--- src/rtl/mux8_rr_scheduler.sv ---
// Round-robin scheduler driving a shared 8x1 mux, with a registered valid/ready output stage.
// Optional burst grants (up to BURST_MAX per winner) when MUX_ARB_BURST_EN is defined.
module mux8_rr_scheduler #(
    parameter int unsigned DATA_W    = 64,
    parameter int unsigned N_REQ     = 8
`ifdef MUX_ARB_BURST_EN
    ,
    parameter int unsigned BURST_MAX = 4
`endif
) (
    input  logic                        clk,
    input  logic                        reset,
    input  logic [N_REQ-1:0]            req,
    input  logic [N_REQ*DATA_W-1:0]     data_in,
    output logic [N_REQ-1:0]            ack,
    output logic [$clog2(N_REQ)-1:0]    select,
    output logic                        out_valid,
    output logic [DATA_W-1:0]           out_data,
    input  logic                        out_ready
);

    localparam int unsigned SEL_W = $clog2(N_REQ);

    typedef enum logic {IDLE, BUSY} state_t;

    state_t             state, state_n;
    logic [SEL_W-1:0]   last_grant;
    logic [SEL_W-1:0]   winner;
    logic [SEL_W-1:0]   cand;
    logic               found;
    logic               capture;

`ifdef MUX_ARB_BURST_EN
    localparam int unsigned CNT_W = 2;
    // Grants so far to last_grant in the current burst; 0 means no burst in progress.
    logic [CNT_W-1:0]   burst_cnt;
    logic               keep;
`endif

    always_ff @(posedge clk or posedge reset) begin
        if (reset) state <= IDLE;
        else       state <= state_n;
    end

    // Winner selection, capture qualification, ack and next state.
    always_comb begin
        winner  = last_grant;
        found   = 1'b0;
        cand    = '0;
        capture = 1'b0;
        ack     = '0;
        state_n = state;

        for (int k = 1; k <= int'(N_REQ); k++) begin
            cand = SEL_W'((int'(last_grant) + k) % int'(N_REQ));
            if (!found && req[cand]) begin
                winner = cand;
                found  = 1'b1;
            end
        end

`ifdef MUX_ARB_BURST_EN
        keep = (burst_cnt != '0) && req[last_grant];
        if (keep) winner = last_grant;
`endif

        capture = !reset && (|req) && (state == IDLE || out_ready);
        if (capture) ack = N_REQ'(1) << winner;

        case (state)
            IDLE: if (|req) state_n = BUSY;
            BUSY: if (out_ready) state_n = (|req) ? BUSY : IDLE;
            default: state_n = IDLE;
        endcase
    end

    // Output stage and rotation pointer.
    always_ff @(posedge clk or posedge reset) begin
        if (reset) begin
            out_valid  <= 1'b0;
            out_data   <= '0;
            select     <= '0;
            last_grant <= '1;
`ifdef MUX_ARB_BURST_EN
            burst_cnt  <= '0;
`endif
        end else begin
            out_valid <= (state_n == BUSY);
            if (capture) begin
                out_data   <= data_in[winner*DATA_W +: DATA_W];
                select     <= winner;
                last_grant <= winner;
`ifdef MUX_ARB_BURST_EN
                if (!keep)
                    burst_cnt <= CNT_W'(1);
                else if (32'(burst_cnt) + 32'd1 >= BURST_MAX)
                    burst_cnt <= '0;
                else
                    burst_cnt <= burst_cnt + CNT_W'(1);
`endif
            end
        end
    end

endmodule

--- config.mk ---
export PLATFORM = sky130hd
export DESIGN_NAME = mux8_rr_scheduler
export DESIGN_NICKNAME = d
export VERILOG_FILES = /design/src/rtl/mux8_rr_scheduler.sv
export SDC_FILE = /design/constraint.sdc
export NUM_CORES = 1
export LEC_CHECK = 0
export ABC_CLOCK_PERIOD_IN_PS = 7850
export CAP_MARGIN = 20
export CELL_PAD_IN_SITES_DETAIL_PLACEMENT = 1
export CELL_PAD_IN_SITES_GLOBAL_PLACEMENT = 1
export CORE_AREA = 2 2 236 238
export CTS_CLUSTER_SIZE = 8
export DETAILED_ROUTE_END_ITERATION = 8
export DIE_AREA = 0 0 238 240
export PLACE_DENSITY = 0.56
export SLEW_MARGIN = 0
export SYNTH_ARGS = -nofsm -noshare
export SYNTH_HDL_FRONTEND = slang
export SYNTH_SLANG_ARGS = --single-unit
export TNS_END_PERCENT = 50
--- constraint.sdc ---
create_clock -name clk -period 7.85 [get_ports clk]
set_input_delay 1.1775 -clock clk [delete_from_list [all_inputs] [get_ports clk]]
set_output_delay 1.1775 -clock clk [all_outputs]
set_load 0.1 [all_outputs]
# Word level (Yosys, flattened, before mapping)
# Cells that the tools add are included.
[classes]
add_sub_neg = 8
magnitude_cmp = 8
shifts = 2
muxes = 35
n_bitwise = 1
n_reduce_logical = 19
[op_table]
columns = ["op", "count"]
rows = [
  ["indexed part select 512 x 10 -> 64 bit", 1],
  ["< comparator 3 x 4 -> 1 bit, second input constant", 8],
  ["binary-select mux 1 bit (select 3 bit)", 8],
  ["2-to-1 mux 3 bit", 8],
  ["2-to-1 mux 1 bit", 17],
  ["adder 3 bit, second input constant", 4],
  ["logical AND 1 bit", 9],
  ["zero test 1 bit", 8],
  ["2-to-1 mux 8 bit", 1],
  ["OR reduction 8 bit", 1],
  ["<< shifter 1 x 3 -> 8 bit, first input constant", 1],
  ["adder 3 x 1 -> 3 bit, second input constant", 2],
  ["adder 3 x 2 -> 3 bit, second input constant", 2],
  ["one-hot mux 1 bit (2 select lines)", 1],
  ["logical OR 1 bit", 1],
  ["NOT 1 bit", 1],
]
[totals]
ff_bits = 71
in_bits = 523
out_inout_bits = 76
word_cells = 77

# Depth between registers and ports, before layout
[logic_depth]
word_depth = 27
mapped_depth = 18
mapped_depth_nobuf = 11

# Least setup slack after synthesis
# OpenSTA, ideal clock, no wires.
[synth_timing]
path_kind = "reg-to-output"
start = "reg last_grant[1]"
end = "out ack[0]"
arrival_time_ns = 5.705
t_required_ns = 6.673
slack_ns = 0.968
stages_incl_launch_ff = 16
path_buffers = 6
path_cell_list = "dfstp_2 buf_2 buf_1 inv_1 ha_1 buf_2 mux4_2 and3_4 and2_4 a211oi_1 o21ai_1 or2_1 clkbuf_1 buf_2 buf_2 nor3_1"
[synth_via]
elab_chain_len = 27
elab_cells_between_ends = 55
cone_classes = "add/sub (8); shift (1); mux (32); reduce/logical (14)"
[synth_lines]
columns = ["element", "line", "rtl"]
rows = [
  ["from (decl)", "27", "logic [SEL_W-1:0] last_grant;"],
  ["from (signal assigned)", "92", "last_grant <= winner;"],
  ["adder 3 x 1 -> 3 bit", "55", "cand = SEL_W'((int'(last_grant) + k) % int'(N_REQ));"],
  ["binary-select mux 1 bit (select 3 bit)", "56", "if (!found && req[cand]) begin"],
  ["2-to-1 mux 1 bit (implied by the code)", "56", ""],
  ["2-to-1 mux 1 bit", "56", ""],
  ["zero test 1 bit", "56", ""],
  ["logical AND 1 bit", "56", ""],
  ["2-to-1 mux 1 bit", "56", ""],
  ["zero test 1 bit", "56", ""],
  ["[... 11 more ...]", "-", ""],
  ["zero test 1 bit", "56", ""],
  ["logical AND 1 bit", "56", ""],
  ["2-to-1 mux 1 bit", "56", ""],
  ["zero test 1 bit", "56", ""],
  ["logical AND 1 bit", "56", ""],
  ["2-to-1 mux 3 bit *", "56", ""],
  ["<< shifter 1 x 3 -> 8 bit *", "68", "if (capture) ack = N_REQ'(1) << winner;"],
  ["2-to-1 mux 8 bit *", "68", ""],
  ["to (decl)", "15", "output logic [N_REQ-1:0] ack,"],
]
# Every way passes the cells marked *; elsewhere a longest branch is shown, timed or not. The select of a mux whose other input is x is not followed.

# Final worst setup path
[layout_timing]
start = "reg last_grant[0]"
end = "out ack[6]"
# Same word-level chain as after synthesis.

==> key figures <==
Outcome
  • Outcome: finished clean

Clock tree
  • H-tree depth: 3
  • CTS Buf Count: 9
  • Hold_buf cts: 0
  • Cts repair resizes: 0
  • Clock tree sinks: 71
  • Clock transition at path regs: 70 ps
  • TritonCTS clock tree: yes
  • Root Buffer: clkbuf_16
  • Worst skew pair latency: 380 ps
  • Post-CTS setup buffers: 0
  • Bufs on Longest Clock Path: 2

Setup path
  • CP max FO: 21
  • Crit. Startpoint: last_grant[0]$_DFFE_PP1P_
  • Reg2reg setup slack: approximately 1700 ps
  • CP peak stage delay: 1220 ps
  • Worst setup EP type: output pin
  • Crit-path cells: clkinv_1 > ha_1 > mux4_2 > and3_4 > a32oi_2 > and3_2 > nor2_4 > nor3_1 > clkdlybuf4s50_1
  • R2r startpoint: last_grant[0]$_DFFE_PP1P_
  • Critical-path top delay cell: clkdlybuf4s50_1
  • Critical Path End: ack[6]
  • Startpoint types: register
  • R2r endpoint: out_data[40]$_DFFE_PP0P_
  • Number of stages on the worst setup path: 9
  • Worst r2r path cells: 12
  • Critical path class: reg -> out
  • CP bufs+invs: 2
  • CP arrival: about 5700 ps
  • Worst path top cell family by delay: buffers and inverters
  • Worst path required time: ~6700 ps

Die
  • Width of the die: 238 um
  • Die Area: about 57000 um^2
  • Initial Util: 16.68%
  • Die Ht: 240 um
  • # rows: 86
  • Boundary pin count: ~600
  • Core outline area: approximately 55000 um^2

Synthesis
  • Synthesized area per cell: around 8 um^2
  • Async S/R FF share, synth: between 90% and 100%
  • Xor and xnor area share after synthesis: less than 1%
  • Netlist cell types: 73
  • Share of synthesized cell area in and, or, nand and nor gates: between 10 and 15%
  • Synthesized flop and latch total: 71
  • Primary FF master, synth: dfrtp_1
  • YS warnings: 0
  • Mapped Nets: roughly 1.7k
  • Largest family of logic cells by synthesized area: compound AO/OA/AOI/OAI gates
  • Post-synth EDFFs: 0
  • Post-Syn Area: roughly 9100 um^2
  • Synth Area in Adders: 0.2744%
  • Cells after Synth: between 1k and 1.5k
  • Post-synthesis compound-gate area fraction: 55.08%
  • Seq/Total Area, Yosys: approximately a fifth
  • Mux contribution to synthesized area: under 10%

STA
  • TNS Setup: 0 ps
  • Tightest Pin Transition: ~1100 ps
  • RSZ-0062 raised after global routing: false
  • Final Cycle Share: about nine tenths
  • Final Hold Fails: 0
  • Fmax: between 100 and 150 MHz
  • Fin. max-slew vios: 0
  • Fin crit period: 6908 ps
  • Clock skew: ~15 ps
  • Normalized max-slew margin: around a quarter
  • Setup-failing EPs final: 0

Global routing
  • Largest net degree at the start of global routing: between 100 and 150
  • Global-route wire length before repair: between 80000 and 90000 um
  • Total gr overflow: 0
  • Global-route total usage across every layer: between 20% and 30%
  • Vias in the first global route: between 10k and 15k
  • Initial antenna violation count: 18

Placement
  • IO buf count: about 600
  • Detailed placement HPWL: about 46000 um
  • GPL Wtd Cong: 0.8300
  • Inst Count DP: about 2.3k

Routing
  • Vias: 12.26k
  • DRT Pass-1 Iters: 5
  • Detail Route Antenna Nets: 0
  • Detail-routed net length per standard cell: between 20 and 30 um
  • Residual DRC: 0
  • Vias per cell: 5.214
  • Final WL: 63430 um
  • 1st-iter DRT viols: ~650

Layout
  • Most common cell after layout, fill and taps aside: clkdlybuf4s50_1
  • Most frequent cells in the layout: clkdlybuf4s50_1 (591), a21oi_1 (184), o21ai_0 (116), nand2_1 (114), a211o_1 (103)
  • Share of cells above drive strength 1: 7.034%
  • Finished Layout Cells: approximately 2.4k
  • Final-stage net count: approximately 2.2k
  • Layout area overhead: 73.20%

Min path
  • Worst min-delay path class: reg -> reg

Flow run
  • Maximum capacitance violations: 0
==> registers in the layout, indices dropped and copies added, names as in the netlist <==
signal,count
last_grant,3
out_data,64
out_valid,1
select,3
==> routing by layer <==
layer  vias up  global-route usage (%)  share of wire [%]
li1       5610                       -                  -
met1      6142                   25.85                 42
met2       432                   36.19                 49
met3        67                   6.131                7.4
met4        12                   6.894                2.0
met5         -                       0               0.11
==> worst min path at each step <==
stage	start	cells past startpoint	end
6_report	out_data[29]$_DFFE_PP0P_	2	out_data[29]$_DFFE_PP0P_
5_1_grt	out_data[18]$_DFFE_PP0P_	1	out_data[18]$_DFFE_PP0P_
4_1_cts	out_data[29]$_DFFE_PP0P_	2	out_data[29]$_DFFE_PP0P_
3_5_place_dp	out_data[29]$_DFFE_PP0P_	2	out_data[29]$_DFFE_PP0P_
3_3_place_gp	out_data[18]$_DFFE_PP0P_	1	out_data[18]$_DFFE_PP0P_
2_1_floorplan	last_grant[2]$_DFFE_PP1P_	2	last_grant[2]$_DFFE_PP1P_
==> stage by stage <==
stage / worst slack [ps] / cell area, um^2 / util [%] / hold slack [ps]
finish: 941.7 / 15790 / 28.89 / 489.4
global route: 627.4 / 15780 / 28.87 / 516.6
CTS: 918.0 / 15760 / 28.83 / 490.5
detailed placement: 1365 / 15450 / 28.27 / 472.9
global placement: 1435 / 15430 / 28.23 / 473.6
floorplan: 967.7 / 9119 / - / 815.0
==> worst reg2reg max path, delay by kind of cell (launching register included) <==
family / cells / cell delay, ps
fa+ha+maj: 1 / 940
compound gates: 6 / 1610
buf+inv: 3 / 1780
simple gates: 1 / 230
mux: 1 / 650
flops: 1 / 850
==> kinds of logic after synthesis <==
kind of cell,Yosys count
buf+inv,154
simple gates,197
mux,32
compound gates,688
flops,71
fa+ha+maj,2
xor+xnor,5
==> layout make-up <==
cell class	instances	area (um^2)
sequential	71	1780
clock buffer	11	252.7
multi-input combinational	924	6578
inverter	4	17.52
antenna	13	32.53
tap	704	880.8
clock inverter	5	56.30
fill	6476	38870
timing repair buffer	620	6196
==> cell usage after synthesis, types with 3 or more instances <==
| cell | instances | area share, % |
|---|---|---|
| mux4_2 | 13 | 3.2 |
| buf_2 | 63 | 3.5 |
| xnor2_1 | 4 | 0.38 |
| nand3_1 | 5 | 0.27 |
| o21a_1 | 4 | 0.33 |
| mux2i_1 | 11 | 1.2 |
| clkbuf_1 | 53 | 2.2 |
| o21ai_0 | 116 | 6.4 |
| a221o_1 | 26 | 2.9 |
| a211oi_1 | 42 | 3.5 |
| nand4_1 | 3 | 0.21 |
| a22o_1 | 39 | 3.7 |
| buf_6 | 13 | 1.6 |
| buf_1 | 12 | 0.49 |
| a221oi_1 | 89 | 8.5 |
| a21oi_1 | 184 | 10 |
| o21ai_1 | 6 | 0.33 |
| inv_1 | 3 | 0.12 |
| dfstp_2 | 3 | 0.86 |
| nor2_1 | 8 | 0.33 |
| nand2_1 | 116 | 4.8 |
| dfrtp_1 | 68 | 19 |
| buf_4 | 7 | 0.58 |
| mux2_2 | 3 | 0.37 |
| nor3_1 | 11 | 0.60 |
| o311ai_1 | 11 | 1.1 |
| and2_1 | 36 | 2.5 |
| o211ai_1 | 13 | 1.1 |
| a221oi_2 | 25 | 4.1 |
| a21o_1 | 7 | 0.58 |
| a211o_1 | 103 | 9.9 |
Power is not shown: default switching activity piles up to over one toggle a cycle in this logic, so the estimate is an artifact.
